**config.mk**
```make
export PLATFORM = sky130hd
export DESIGN_NAME = capture_engine
export DESIGN_NICKNAME = d
export VERILOG_FILES = /design/src/rtl/logic_hamr_pkg.sv /design/src/rtl/sample_fifo.sv /design/src/rtl/capture_engine.sv
export SDC_FILE = /design/constraint.sdc
export NUM_CORES = 1
export LEC_CHECK = 0
export BUFFER_PORTS_ARGS = -buffer_cell sky130_fd_sc_hd__clkbuf_2
export CAP_MARGIN = 10
export CORE_ASPECT_RATIO = 1.4
export CORE_MARGIN = 5
export CORE_UTILIZATION = 34
export DETAILED_ROUTE_END_ITERATION = 8
export GPL_ROUTABILITY_DRIVEN = 1
export PLACE_DENSITY = 0.47
export SLEW_MARGIN = 20
export SYNTH_ARGS = -nofsm -noshare
export SYNTH_HDL_FRONTEND = slang
export SYNTH_SLANG_ARGS = --single-unit
```
**constraint.sdc**
```tcl
create_clock -name clk -period 9.3 [get_ports clk]
set_clock_uncertainty 0.2 [all_clocks]
set_input_delay 1.86 -clock clk [delete_from_list [all_inputs] [get_ports clk]]
set_output_delay 1.86 -clock clk [all_outputs]
set_load 0.05 [all_outputs]
```
**src/rtl/logic_hamr_pkg.sv**
```systemverilog
// Shared constants and types for the logic-analyser capture path.
package logic_hamr_pkg;

  localparam logic [1:0] TRIG_IMMEDIATE = 2'd0;
  localparam logic [1:0] TRIG_RISING    = 2'd1;
  localparam logic [1:0] TRIG_FALLING   = 2'd2;
  localparam logic [1:0] TRIG_EITHER    = 2'd3;

  localparam logic [12:0] CAPTURE_BASE = 13'h000;
  localparam logic [12:0] DISPLAY_BASE = 13'h200;

  localparam int NUM_SAMPLES_MAX = 266;

  typedef enum logic [2:0] {
    S_IDLE,
    S_ARMED,
    S_CAPTURE,
    S_DRAIN,
    S_DONE
  } cap_state_t;

endpackage

```
**src/rtl/sample_fifo.sv**
```systemverilog
// Byte-wide synchronous FIFO with first-word-fall-through read; a push into a
// full FIFO is accepted when a pop happens in the same cycle.
module sample_fifo #(
  parameter int DEPTH = 16
) (
  input  logic       clk,
  input  logic       rst,
  input  logic       clear,
  input  logic       push,
  input  logic       pop,
  input  logic [7:0] din,
  output logic [7:0] dout,
  output logic       full,
  output logic       empty
);

  localparam int AW = $clog2(DEPTH);

  logic [7:0]    mem [DEPTH];
  logic [AW-1:0] rd_ptr;
  logic [AW-1:0] wr_ptr;
  logic [AW:0]   count;
  logic          push_en;
  logic          pop_en;

  assign full    = (count == (AW+1)'(DEPTH));
  assign empty   = (count == '0);
  assign pop_en  = pop && !empty && !clear;
  assign push_en = push && (!full || pop_en) && !clear;
  assign dout    = mem[rd_ptr];

  always_ff @(posedge clk) begin
    if (push_en) mem[wr_ptr] <= din;
  end

  always_ff @(posedge clk) begin
    if (rst || clear) begin
      rd_ptr <= '0;
      wr_ptr <= '0;
      count  <= '0;
    end else begin
      if (push_en) wr_ptr <= wr_ptr + AW'(1);
      if (pop_en)  rd_ptr <= rd_ptr + AW'(1);
      count <= count + (AW+1)'(push_en) - (AW+1)'(pop_en);
    end
  end

endmodule

```
**src/rtl/capture_engine.sv**
```systemverilog
// Capture writer: waits for a probe trigger, samples at the divided rate and
// streams NUM_SAMPLES bytes through a small FIFO into the SDRAM capture buffer.
//
// state     | meaning
// S_IDLE    | waiting for arm
// S_ARMED   | sampling on ticks, looking for the trigger condition
// S_CAPTURE | pushing one sample per tick until NUM_SAMPLES taken
// S_DRAIN   | sampling stopped, writer emptying the FIFO
// S_DONE    | one-cycle done pulse, then back to idle
module capture_engine #(
  parameter int          NUM_SAMPLES  = logic_hamr_pkg::NUM_SAMPLES_MAX,
  parameter int          FIFO_DEPTH   = 16,
  parameter logic [12:0] CAPTURE_BASE = logic_hamr_pkg::CAPTURE_BASE
) (
  input  logic        clk,
  input  logic        rst,
  input  logic [7:0]  probe,
  input  logic        arm,
  input  logic        soft_reset,
  input  logic [7:0]  sample_div,
  input  logic [1:0]  trig_mode,
  input  logic [2:0]  trig_channel,
  output logic        busy,
  output logic        armed,
  output logic        done,
  output logic        overflow,
  output logic        sdram_wr_req,
  output logic [12:0] sdram_wr_addr,
  output logic [7:0]  sdram_wr_data,
  input  logic        sdram_wr_ready
);

  import logic_hamr_pkg::*;

  cap_state_t  state;
  logic [7:0]  div_cnt;
  logic [7:0]  div_lat;
  logic [1:0]  mode_lat;
  logic [2:0]  ch_lat;
  logic [7:0]  prev;
  logic        prev_valid;
  logic [8:0]  sample_count;
  logic [8:0]  push_cnt;
  logic [8:0]  wr_idx;

  logic        tick;
  logic        trig_hit;
  logic        writer_on;
  logic        pop;
  logic        sampling;
  logic        push;
  logic [7:0]  fifo_dout;
  logic        fifo_full;
  logic        fifo_empty;

  assign tick      = (div_cnt == 8'd0);
  assign writer_on = (state == S_ARMED) || (state == S_CAPTURE) || (state == S_DRAIN);
  assign pop       = writer_on && !sdram_wr_req && sdram_wr_ready && !fifo_empty;
  assign sampling  = tick && (((state == S_ARMED) && trig_hit) || (state == S_CAPTURE));
  assign push      = sampling && (!fifo_full || pop);

  // Edge modes never fire until a previous tick has loaded prev.
  always_comb begin
    trig_hit = 1'b0;
    case (mode_lat)
      TRIG_IMMEDIATE: trig_hit = 1'b1;
      TRIG_RISING:    trig_hit = prev_valid && !prev[ch_lat] && probe[ch_lat];
      TRIG_FALLING:   trig_hit = prev_valid && prev[ch_lat] && !probe[ch_lat];
      TRIG_EITHER:    trig_hit = prev_valid && (prev[ch_lat] != probe[ch_lat]);
      default:        trig_hit = 1'b0;
    endcase
  end

  sample_fifo #(.DEPTH(FIFO_DEPTH)) u_fifo (
    .clk   (clk),
    .rst   (rst),
    .clear (soft_reset),
    .push  (push),
    .pop   (pop),
    .din   (probe),
    .dout  (fifo_dout),
    .full  (fifo_full),
    .empty (fifo_empty)
  );

  always_ff @(posedge clk) begin
    if (rst || soft_reset) begin
      state         <= S_IDLE;
      div_cnt       <= '0;
      div_lat       <= '0;
      mode_lat      <= '0;
      ch_lat        <= '0;
      prev          <= '0;
      prev_valid    <= 1'b0;
      sample_count  <= '0;
      push_cnt      <= '0;
      wr_idx        <= '0;
      busy          <= 1'b0;
      armed         <= 1'b0;
      done          <= 1'b0;
      overflow      <= 1'b0;
      sdram_wr_req  <= 1'b0;
      sdram_wr_addr <= '0;
      sdram_wr_data <= '0;
    end else begin
      done <= 1'b0;

      if (writer_on) begin
        if (sdram_wr_req) begin
          if (sdram_wr_ready) sdram_wr_req <= 1'b0;
        end else if (pop) begin
          sdram_wr_req  <= 1'b1;
          sdram_wr_addr <= CAPTURE_BASE + {4'b0000, wr_idx};
          sdram_wr_data <= fifo_dout;
          wr_idx        <= wr_idx + 9'd1;
        end
      end

      if ((state == S_ARMED) || (state == S_CAPTURE))
        div_cnt <= tick ? div_lat : div_cnt - 8'd1;

      if (push) push_cnt <= push_cnt + 9'd1;

      case (state)
        S_IDLE: begin
          if (arm) begin
            state        <= S_ARMED;
            div_lat      <= sample_div;
            div_cnt      <= sample_div;
            mode_lat     <= trig_mode;
            ch_lat       <= trig_channel;
            overflow     <= 1'b0;
            busy         <= 1'b1;
            armed        <= 1'b1;
            sample_count <= '0;
            prev_valid   <= 1'b0;
            push_cnt     <= '0;
            wr_idx       <= '0;
          end
        end
        S_ARMED: begin
          if (tick) begin
            if (trig_hit) begin
              sample_count <= 9'd1;
              armed        <= 1'b0;
              state        <= S_CAPTURE;
            end else begin
              prev       <= probe;
              prev_valid <= 1'b1;
            end
          end
        end
        S_CAPTURE: begin
          if (tick) begin
            if (!push) overflow <= 1'b1;
            sample_count <= sample_count + 9'd1;
            if (sample_count == 9'(NUM_SAMPLES - 1)) state <= S_DRAIN;
          end
        end
        S_DRAIN: begin
          if (fifo_empty && (wr_idx == push_cnt) && !sdram_wr_req) begin
            state <= S_DONE;
            done  <= 1'b1;
            busy  <= 1'b0;
          end
        end
        S_DONE: state <= S_IDLE;
        default: state <= S_IDLE;
      endcase
    end
  end

endmodule

```
### Word level (Yosys, flattened, before mapping)

Memory sizes are Yosys's and may differ from the RTL's. A register that Yosys moved wholly into a read port is not among the register bits.
Cells that the tools add are included.

| storage, ports and cells | value |
|---|---|
| bits of input ports | 26 |
| output and inout port bits | 26 |
| memories | 1 |
| bits in registers | 87 |
| bits in writable memories | 128 |

| cells by class | value |
|---|---|
| reductions and logical operators | 47 |
| bitwise gates (word level) | 3 |
| $lt $le $gt $ge | 1 |
| muxes and demuxes | 48 |
| $add $sub $neg | 8 |
| equal/unequal tests | 18 |

Memories:

| name | words | bits a word | read ports | clocked after Yosys merged registers in | write ports | RTL line | source |
|---|---|---|---|---|---|---|---|
| u_fifo.mem | 16 | 8 | 1 | 1 | 1 | sample_fifo.sv:19 | `logic [7:0] mem [DEPTH];` |

Operator list:

| operator | number |
|---|---|
| two-way mux 9 bit | 12 |
| two-way mux 8 bit | 4 |
| adder 9 x 1 -> 9 bit (second input constant) | 3 |
| case mux 9 bit (3 select lines) | 1 |
| two-way mux 3 bit | 6 |
| logical AND 1 bit | 17 |
| two-way mux 1 bit | 17 |
| inequality test 2 bit (second input constant) | 6 |
| case mux 3 bit (4 select lines) | 1 |
| AND reduction 4 bit | 3 |
| equality test 9 bit | 1 |
| equality test 9 bit (second input constant) | 1 |
| AND reduction 3 bit | 3 |
| adder 4 x 1 -> 4 bit (second input constant) | 2 |
| logical NOT 8 bit | 1 |
| case mux 1 bit (2 select lines) | 4 |
| subtractor 8 x 1 -> 8 bit (second input constant) | 1 |
| binary-select mux 1 bit (select 3 bit) | 2 |
| equality test 3 x 2 -> 1 bit (second input constant) | 2 |
| logical NOT 1 bit | 6 |
| logical OR 1 bit | 6 |
| AND reduction 6 bit | 1 |
| nonzero test 2 bit | 3 |
| adder 5 x 1 -> 5 bit | 1 |
| 17 further kinds | 21 |

### Depth between registers and ports, before layout

Gate-level depths: netlist of run 1.

| logic depth | value |
|---|---|
| depth in word-level cells | 14 |
| depth in mapped cells | 17 |

### Cells and area by module

From an unflattened synthesis of run 1, not the netlist that was laid out.

| unflattened totals | value |
|---|---|
| cell total of the unflattened synthesis | 778 |
| area total of the unflattened synthesis | 9535.4 um2 |

By module, submodules not included:

| module | area each (um2) | cells an instance | seq. area each (um2) | times used |
|---|---|---|---|---|
| sample_fifo | 5750.5 | 314 | 4184.0 | 1 |
| capture_engine | 3784.9 | 464 | 1641.6 | 1 |

### Least setup slack after synthesis of run 1

No wires, ideal clock.

| path | value |
|---|---|
| path kind | input to register |
| from | in probe[7] |
| to | reg u_fifo.count[4] |
| required time | 8.968 ns |
| library setup time | 0.132 ns |
| arrival time | 4.251 ns |
| setup slack | 4.716 ns |
| stages | 14 |
| path buffers | 1 |
| cell sequence | mux4_2 -> mux2i_1 -> a311o_1 -> nand3_2 -> buf_2 -> nor2_1 -> ha_1 -> inv_1 -> fa_1 -> inv_1 -> a21oi_1 -> nor2_1 -> or3_1 -> a21oi_1 |

| on the way | value |
|---|---|
| word-level cells in the longest chain between the ends | 13 |
| elaborated cells on any way between the ends | 16 |
| those cells by class | 2 x add/sub; 1 x eq/ne; 3 x mux; 10 x reduce/logical |

RTL lines:

| element | RTL line | source |
|---|---|---|
| from (decl) | capture_engine.sv:17 | `input logic [7:0] probe,` |
| binary-select mux 1 bit (select 3 bit) (*) | capture_engine.sv:67, capture_engine.sv:68, capture_engine.sv:69 |  |
| two-way mux 1 bit (implied by the code) (*) | capture_engine.sv:67, capture_engine.sv:68, capture_engine.sv:69 |  |
| inequality test 1 bit / logical NOT 1 bit (equally long branches) | capture_engine.sv:69, capture_engine.sv:68 |  |
| logical AND 1 bit (on tied branches) | capture_engine.sv:69, capture_engine.sv:68 |  |
| case mux 1 bit (4 select lines) (*) | capture_engine.sv:65 | `case (mode_lat)` |
| logical AND 1 bit (*) | capture_engine.sv:59 | `assign sampling = tick && (((state == S_ARMED) && trig_hit) \|\| (state == S_CAPTURE));` |
| logical OR 1 bit (*) | capture_engine.sv:59 |  |
| logical AND 1 bit (*) | capture_engine.sv:59 |  |
| logical AND 1 bit (*) | capture_engine.sv:60 | `assign push = sampling && (!fifo_full \|\| pop);` |
| logical AND 1 bit (*) (2 in series) | sample_fifo.sv:29 | `assign push_en = push && (!full \|\| pop_en) && !clear;` |
| via u_fifo.push_en | sample_fifo.sv:23 | `logic push_en;` |
| adder 5 x 1 -> 5 bit (*) | sample_fifo.sv:44 | `count <= count + (AW+1)'(push_en) - (AW+1)'(pop_en);` |
| subtractor 5 x 1 -> 5 bit (*) | sample_fifo.sv:44 |  |
| to (signal assigned) | sample_fifo.sv:44 |  |
| to (decl) | sample_fifo.sv:22 | `logic [AW:0] count;` |

Mark *: on every way through the listed nets, which the timed path passes. The rest lies on a longest branch. The select of a mux whose other input is x is not followed.
A chain may end at the register's enable or synchronous reset.

### Worst setup path in the final report of run 1

| path | value |
|---|---|
| from | in probe[3] |
| to | mem u_fifo.mem[6][7], enable pin |

| on the way | value |
|---|---|
| word-level cells in the longest chain between the ends | 13 |
| elaborated cells on any way between the ends | 16 |
| those cells by class | 1 x eq/ne; 5 x mux; 10 x reduce/logical |

RTL lines:

| element | RTL line | source |
|---|---|---|
| binary-select mux 1 bit (select 3 bit) (*) | capture_engine.sv:67, capture_engine.sv:68, capture_engine.sv:69 |  |
| two-way mux 1 bit (implied by the code) (*) | capture_engine.sv:67, capture_engine.sv:68, capture_engine.sv:69 |  |
| inequality test 1 bit / logical NOT 1 bit (equally long branches) | capture_engine.sv:69, capture_engine.sv:68 |  |
| logical AND 1 bit (on tied branches) | capture_engine.sv:69, capture_engine.sv:68 |  |
| case mux 1 bit (4 select lines) (*) | capture_engine.sv:65 |  |
| logical AND 1 bit (*) | capture_engine.sv:59 |  |
| logical OR 1 bit (*) | capture_engine.sv:59 |  |
| logical AND 1 bit (*) | capture_engine.sv:59 |  |
| logical AND 1 bit (*) | capture_engine.sv:60 |  |
| logical AND 1 bit (*) (2 in series) | sample_fifo.sv:29 |  |
| two-way mux 1 bit (*) | sample_fifo.sv:33 | `if (push_en) mem[wr_ptr] <= din;` |
| two-way mux 1 bit (implied by the code) (*) | sample_fifo.sv:33 |  |
| to (decl) | sample_fifo.sv:19 |  |

Every way passes the cells marked *; elsewhere a longest branch is shown, timed or not. The select of a mux whose other input is x is not followed.

==> flow_metrics.py, run 1 <==
metrics = {
    "timing": {
        "final.period_utilization_pct": 52.4,
        "drv_slew": 0,
        "worst_slew_pin_slew_ns": 1.07,
        "max-slew-margin-rel_pct": 28.4,
        "period_needed_ns": 4.87,
        "rsz0062_at_grt": "false",
        "setup_viol": 0,
        "setup_tns_ns": 0,
        "hold_viol_final": 0,
        "setup_ws_ns": 4.43,
        "fmax_mhz": 205,
    },
    "die": {
        "io_pins": 52,
        "die_h_um": 207,
        "core_area_um2": 27500,
        "die_x_um": 151,
        "start_util_pct": 34.3,
        "dieArea_um2": 31200,
        "rows": 72,
    },
    "routing": {
        "final_antenna_net_count": 0,
        "drcViolationCount": 0,
        "via_per_inst": 5.05,
        "wl_per_cell_um": 18.8,
        "drt-initial-drc-count": 353,
        "firstDrtPassIters": 5,
        "vias": 5922,
        "wirelength_um": 22100,
    },
    "clock_network": {
        "clkSinkCount": 223,
        "cts.htree.levels": 1,
        "cts-resized-gates": 0,
        "cts_root_buf": "clkbuf_16",
        "post-cts-setup-buffers": 0,
        "cts_buffers": 24,
        "cts.path.max_buffers": 3,
        "clock_latency_ns": 0.51,
        "clk_pin_slew_ns": 0.06,
        "ctsHoldBuffers": 0,
        "tritoncts": "yes",
    },
    "logic_synthesis": {
        "ys_types": 56,
        "avgSynthCellArea_um2": 12.7,
        "synth_top_family_by_area": "simple AND/OR/NAND/NOR gates",
        "synthSimpleGateAreaFrac_pct": 12.0,
        "ys_async_sr_fraction_pct": 0,
        "synth-edff-count": 128,
        "yosys.area.top_type_share_pct": 40.8,
        "muxShareOfSynthArea_pct": 11.9,
        "synth_top_area_cell": "edfxtp_1",
        "syn_area_um2": 9430,
        "synth-compound-area-share_pct": 7.24,
        "synth.area.top_cells": "edfxtp_1, dfxtp_1, mux4_2",
        "synthFlopType": "edfxtp_1",
        "ys_ff_latch": 223,
        "synth-xor-area-share_pct": 2.88,
        "ys_seq_area_share_pct": 60.9,
        "synth_cells": 745,
        "yosys_warnings": 0,
        "synth_fa_ha_area_share_pct": 2.33,
    },
    "layout": {
        "final_cell_mix": "edfxtp_1, dfxtp_1, nand2_1, nor2_1, a21oi_1",
        "finalInstanceArea_um2": 10900,
        "nNetsFinal": 827,
        "area_growth_pct": 15.7,
        "drive_gt1_share_pct": 18.5,
        "regArea_um2": 5750,
        "antennaDiodeCount": 0,
        "nFillCells": 2597,
        "multiInputGateArea_um2": 3450,
        "final_common_cell": "edfxtp_1",
    },
    "setup_path": {
        "cp.required_ns": 9.24,
        "crit_type": "in -> reg",
        "start_kind": "primary input",
        "crit_fanout": 18,
        "cp-end-kind": "flop",
        "arrival_ns": 4.81,
    },
    "placement": {
        "place_congestion": 0.776,
        "place_ws_ns": 3.89,
        "io_buffers": 47,
        "dpl.hpwl_um": 15300,
        "postPlaceCellArea_um2": 10000,
    },
    "global_routing": {
        "grt_use_total_pct": 14.2,
        "grt-ovfl-total": 0,
        "grt_pass1_wl_um": 35000,
        "grt_pass1_vias": 6088,
        "antenna_found_initial": 0,
        "grt_max_degree": 66,
    },
    "worst_hold_path": {
        "hold_path_class": "reg -> reg",
    },
    "status": {
        "status": "finished clean",
    },
    "power_and_ir_drop": {
        "power_leakage_nw": 3.56,
        "power_density_nw_per_um2": 205,
        "ir_drop_v": 0.000118,
    },
    "job": {
        "maxCapViolCount": 0,
    },
}
==> stage by stage <==
| step | total power (W) | utilization (%) | hold slack (ns) | instances |
|---|---|---|---|---|
| after floorplan | 0.00115 | - | 0.233 | 748 |
| after global placement | 0.00118 | 36.5 | 0.242 | 1128 |
| after detailed placement | 0.00119 | 36.5 | 0.247 | 1128 |
| after CTS | 0.00226 | 39.7 | 0.256 | 1172 |
| after global routing | 0.00232 | 39.7 | 0.275 | 1172 |
| final | 0.00223 | 39.7 | 0.257 | 1172 |
==> final timing paths <==
kind | depth (start not counted) | endpoint | from | slack (ns)
worst min register to register | 2 | div_lat[0]$_SDFFE_PP0P_ | div_lat[0]$_SDFFE_PP0P_ | 0.26
worst max register to register | 6 | u_fifo.mem[6][7]$_DFFE_PP_ | div_cnt[3]$_SDFF_PP0_ | 5.33
worst min-delay path | 2 | div_lat[0]$_SDFFE_PP0P_ | div_lat[0]$_SDFFE_PP0P_ | 0.26
worst max-delay path | 7 | u_fifo.mem[6][7]$_DFFE_PP_ | probe[3] | 4.43
==> flip-flops by register name, indices dropped and copies added, names as in the netlist, 2 cells and up <==
signal,flops
u_fifo.wr_ptr,4
sdram_wr_addr,9
sample_count,9
wr_idx,9
div_lat,8
sdram_wr_data,8
state,3
div_cnt,8
ch_lat,3
prev,8
u_fifo.rd_ptr,4
push_cnt,9
u_fifo.count,5
mode_lat,2
u_fifo.mem,128
==> cell type report <==
class	count	share of cell area (%)
Sequential cell	223	52.7
Multi-Input combinational cell	462	31.7
Clock buffer	27	5.80
Tap cell	370	4.24
Timing Repair Buffer	53	2.57
Clock inverter	17	2.37
Inverter	20	0.688
==> layer usage <==
layer / vias to the layer above / track usage [%] / wire [µm]
met4: 0 / 3.75 / 498
met5: - / 0 / 0
met2: 145 / 24.8 / 11500
met1: 2943 / 18.1 / 9060
li1: 2808 / - / -
met3: 26 / 2.36 / 1040
==> where the power goes <==
part	switching, W	total [W]	internal (W)
clock	0.000389	0.00107	0.000682
combinational	0.0000742	0.000106	0.0000322
sequential	0.00000784	0.00106	0.00105
total	0.000471	0.00223	0.00176
==> critical path, cell delays in order <==
cell and delay (ns):
clkbuf_2 0.31, mux4_2 0.55, mux2i_1 0.39, a311o_1 0.32
nand3_2 0.30, or3_1 0.50, nor2_1 0.57
==> cells by family (layout without fill, tap and decap cells) <==
group,after synthesis,count (layout)
other,1,4
adder cells (fa/ha/maj),17,17
multiplexers,57,57
buffers and inverters,63,117
AO/OA/AOI/OAI,112,112
flip-flops,223,223
XOR/XNOR,31,31
AND/OR/NAND/NOR,241,241
==> Yosys cell counts (2+ instances only) <==
| cell type | instances |
|---|---|
| a21oi_1 | 59 |
| nand3b_1 | 2 |
| inv_1 | 20 |
| o21ai_0 | 17 |
| nor4b_1 | 3 |
| or4_1 | 6 |
| xor2_1 | 19 |
| buf_4 | 5 |
| and2_1 | 4 |
| or2_2 | 2 |
| or4b_2 | 2 |
| nand2_1 | 86 |
| buf_2 | 2 |
| edfxtp_1 | 128 |
| a31oi_1 | 3 |
| buf_1 | 7 |
| or3_1 | 11 |
| mux4_2 | 44 |
| a21o_1 | 2 |
| ha_1 | 16 |
| a311o_1 | 2 |
| nand4_1 | 9 |
| clkbuf_1 | 29 |
| nand2b_1 | 8 |
| mux2i_1 | 13 |
| a211oi_1 | 6 |
| o31ai_1 | 5 |
| nor3_1 | 8 |
| o211ai_1 | 5 |
| dfxtp_1 | 95 |
| and3_1 | 3 |
| nand3_1 | 12 |
| xnor2_1 | 12 |
| nor4_1 | 2 |
| a41oi_1 | 2 |
| nor2_1 | 76 |
(Power assumes the default switching activity.)
==> run 2, diff against run 1 <==
==> constraint.sdc (replaced) <==
create_clock -name clk -period 4.5 [get_ports clk]
set_clock_uncertainty 0.2 [all_clocks]
set_input_delay 0.9 -clock clk [delete_from_list [all_inputs] [get_ports clk]]
set_output_delay 0.9 -clock clk [all_outputs]
set_load 0.05 [all_outputs]
==> flow_metrics.py, run 2 (synthesis gave the netlist of run 1 again) <==
metrics = {
    "global_routing": {
        "grt-ovfl-total": 0,
        "grt_max_degree": 43,
        "grt_pass1_wl_um": 36300,
        "grt_use_total_pct": 14.9,
        "grt_pass1_vias": 6304,
        "antenna_found_initial": 0,
    },
    "timing": {
        "max-slew-margin-rel_pct": 37.9,
        "drv_slew": 0,
        "fmax_mhz": 277,
        "hold_viol_final": 0,
        "rsz0062_at_grt": "false",
        "setup_ws_ns": 0.895,
        "worst_slew_pin_slew_ns": 0.919,
        "setup_tns_ns": 0,
        "final.period_utilization_pct": 80.1,
        "period_needed_ns": 3.61,
        "setup_viol": 0,
    },
    "routing": {
        "firstDrtPassIters": 4,
        "drcViolationCount": 0,
        "final_antenna_net_count": 0,
        "wirelength_um": 23000,
        "vias": 6077,
        "drt-initial-drc-count": 390,
        "via_per_inst": 5.09,
        "wl_per_cell_um": 19.3,
    },
    "die": {
        "io_pins": 52,
        "die_x_um": 151,
        "start_util_pct": 34.3,
        "die_h_um": 207,
        "dieArea_um2": 31200,
        "rows": 72,
        "core_area_um2": 27500,
    },
    "clock_network": {
        "clock_latency_ns": 0.52,
        "post-cts-setup-buffers": 0,
        "ctsHoldBuffers": 0,
        "cts.htree.levels": 1,
        "clk_pin_slew_ns": 0.06,
        "cts_root_buf": "clkbuf_16",
        "clkSinkCount": 223,
        "cts-resized-gates": 0,
        "tritoncts": "yes",
        "cts.path.max_buffers": 3,
        "cts_buffers": 24,
    },
    "placement": {
        "io_buffers": 47,
        "place_ws_ns": 0.586,
        "postPlaceCellArea_um2": 10200,
        "place_congestion": 0.772,
        "dpl.hpwl_um": 16200,
        "dp.cells": 1151,
    },
    "job": {
        "maxCapViolCount": 0,
    },
    "setup_path": {
        "rr_startpoint": "u_fifo.count[2]$_SDFF_PP0_",
        "arrival_ns": 3.85,
        "crit_path_max_incr_delay_ns": 0.66,
        "r2r_setup_slack_ns": 0.89,
        "crit_chain": "inv_1 > ha_1 > or4b_2 > nand4b_1 > buf_4 > nor2_1 > ha_1 > inv_1 > ha_1 > inv_1 > fa_1 > inv_1 > a21oi_1 > nor2_1 > or3_1 > a21oi_1",
        "cp-end-kind": "flop",
        "cp_num_buf_inv": 5,
        "rr_endpoint": "u_fifo.count[4]$_SDFF_PP0_",
        "crit_family": "simple AND/OR/NAND/NOR gates",
        "crit_type": "reg -> reg",
        "crit_fanout": 7,
        "crit_slowest_cell": "or4b_2",
        "start_kind": "flop",
        "cpMostUsedCell": "inv_1",
        "cp.required_ns": 4.75,
        "r2r_cells": 16,
    },
    "power_and_ir_drop": {
        "ir_drop_v": 0.000352,
        "power_density_nw_per_um2": 410,
        "power_leakage_nw": 3.64,
    },
    "worst_hold_path": {
        "hold_path_class": "reg -> reg",
        "hp-start": "div_lat[5]$_SDFFE_PP0P_",
        "min_path_cells": 2,
        "holdPathEnd": "div_lat[5]$_SDFFE_PP0P_",
    },
    "layout": {
        "instances_no_fill": 1195,
        "nFillCells": 2603,
        "multiInputGateArea_um2": 3450,
        "regArea_um2": 5750,
        "nNetsFinal": 850,
        "final_common_cell": "edfxtp_1",
        "finalInstanceArea_um2": 11100,
        "final_cell_mix": "edfxtp_1, dfxtp_1, nand2_1, nor2_1, a21oi_1",
        "largest_register_ffs": 128,
        "drive_gt1_share_pct": 20.8,
        "antennaDiodeCount": 0,
        "area_growth_pct": 17.2,
        "largest_register": "u_fifo.mem",
    },
    "status": {
        "status": "finished clean",
    },
}
## run 2: cell count changes in the layout (fill, tap and decap cells not counted), sizes merged
cell,change
clkinv,-4
bufinv,-2
inv,-1
clkbuf,+1
clkinvlp,+6
buf,+23
## run 2: worst min-delay path: cells and delay by family, from the launching register on
kind	cells	cell delay, ns
flip-flops	1	0.31
AND/OR/NAND/NOR	1	0.05
AO/OA/AOI/OAI	1	0.05
## run 2: metal layers
layer  global-route usage, %  vias up  share of wire, %
li1                        -     2864                 -
met1                    18.3     3048                40
met4                    4.32        0               2.6
met3                    2.21       35               5.1
met2                    26.9      130                53
met5                       0        -                 0
## run 2: final cells by class
type,instances,share of cell area [%]
inverters,20,0.679
clock inverters,16,2.03
flip-flops and latches,223,52.0
repair buffers,76,4.10
well taps,370,4.19
clock buffers,28,5.76
multi-input cells,462,31.3
## run 2: how the worst max path moves through the flow
stage                                from                    endpoint  slack [ns]  cells after the start
2_1_floorplan                    probe[7]  u_fifo.count[4]$_SDFF_PP0_        0.88                     14
3_3_place_gp                     probe[3]  u_fifo.count[4]$_SDFF_PP0_        0.58                     15
3_5_place_dp                     probe[3]  u_fifo.count[4]$_SDFF_PP0_        0.59                     15
4_1_cts        u_fifo.count[3]$_SDFF_PP0_  u_fifo.count[4]$_SDFF_PP0_        0.85                     16
5_1_grt             div_cnt[3]$_SDFF_PP0_  u_fifo.count[4]$_SDFF_PP0_        0.68                     13
6_report       u_fifo.count[2]$_SDFF_PP0_  u_fifo.count[4]$_SDFF_PP0_        0.89                     16
## run 2: per-stage QoR
step,hold slack (ns),power (W),utilization [%]
global route,0.284,0.00470,40.2
floorplan,0.233,0.00238,-
detailed placement,0.253,0.00246,37.1
finish,0.258,0.00453,40.2
CTS,0.263,0.00459,40.2
global placement,0.243,0.00245,37.1
## run 2: report_power, final
| part | internal (W) | switching, W |
|---|---|---|
| clock | 0.00131 | 0.000815 |
| sequential | 0.00217 | 0.0000169 |
| combinational | 0.0000714 | 0.000155 |
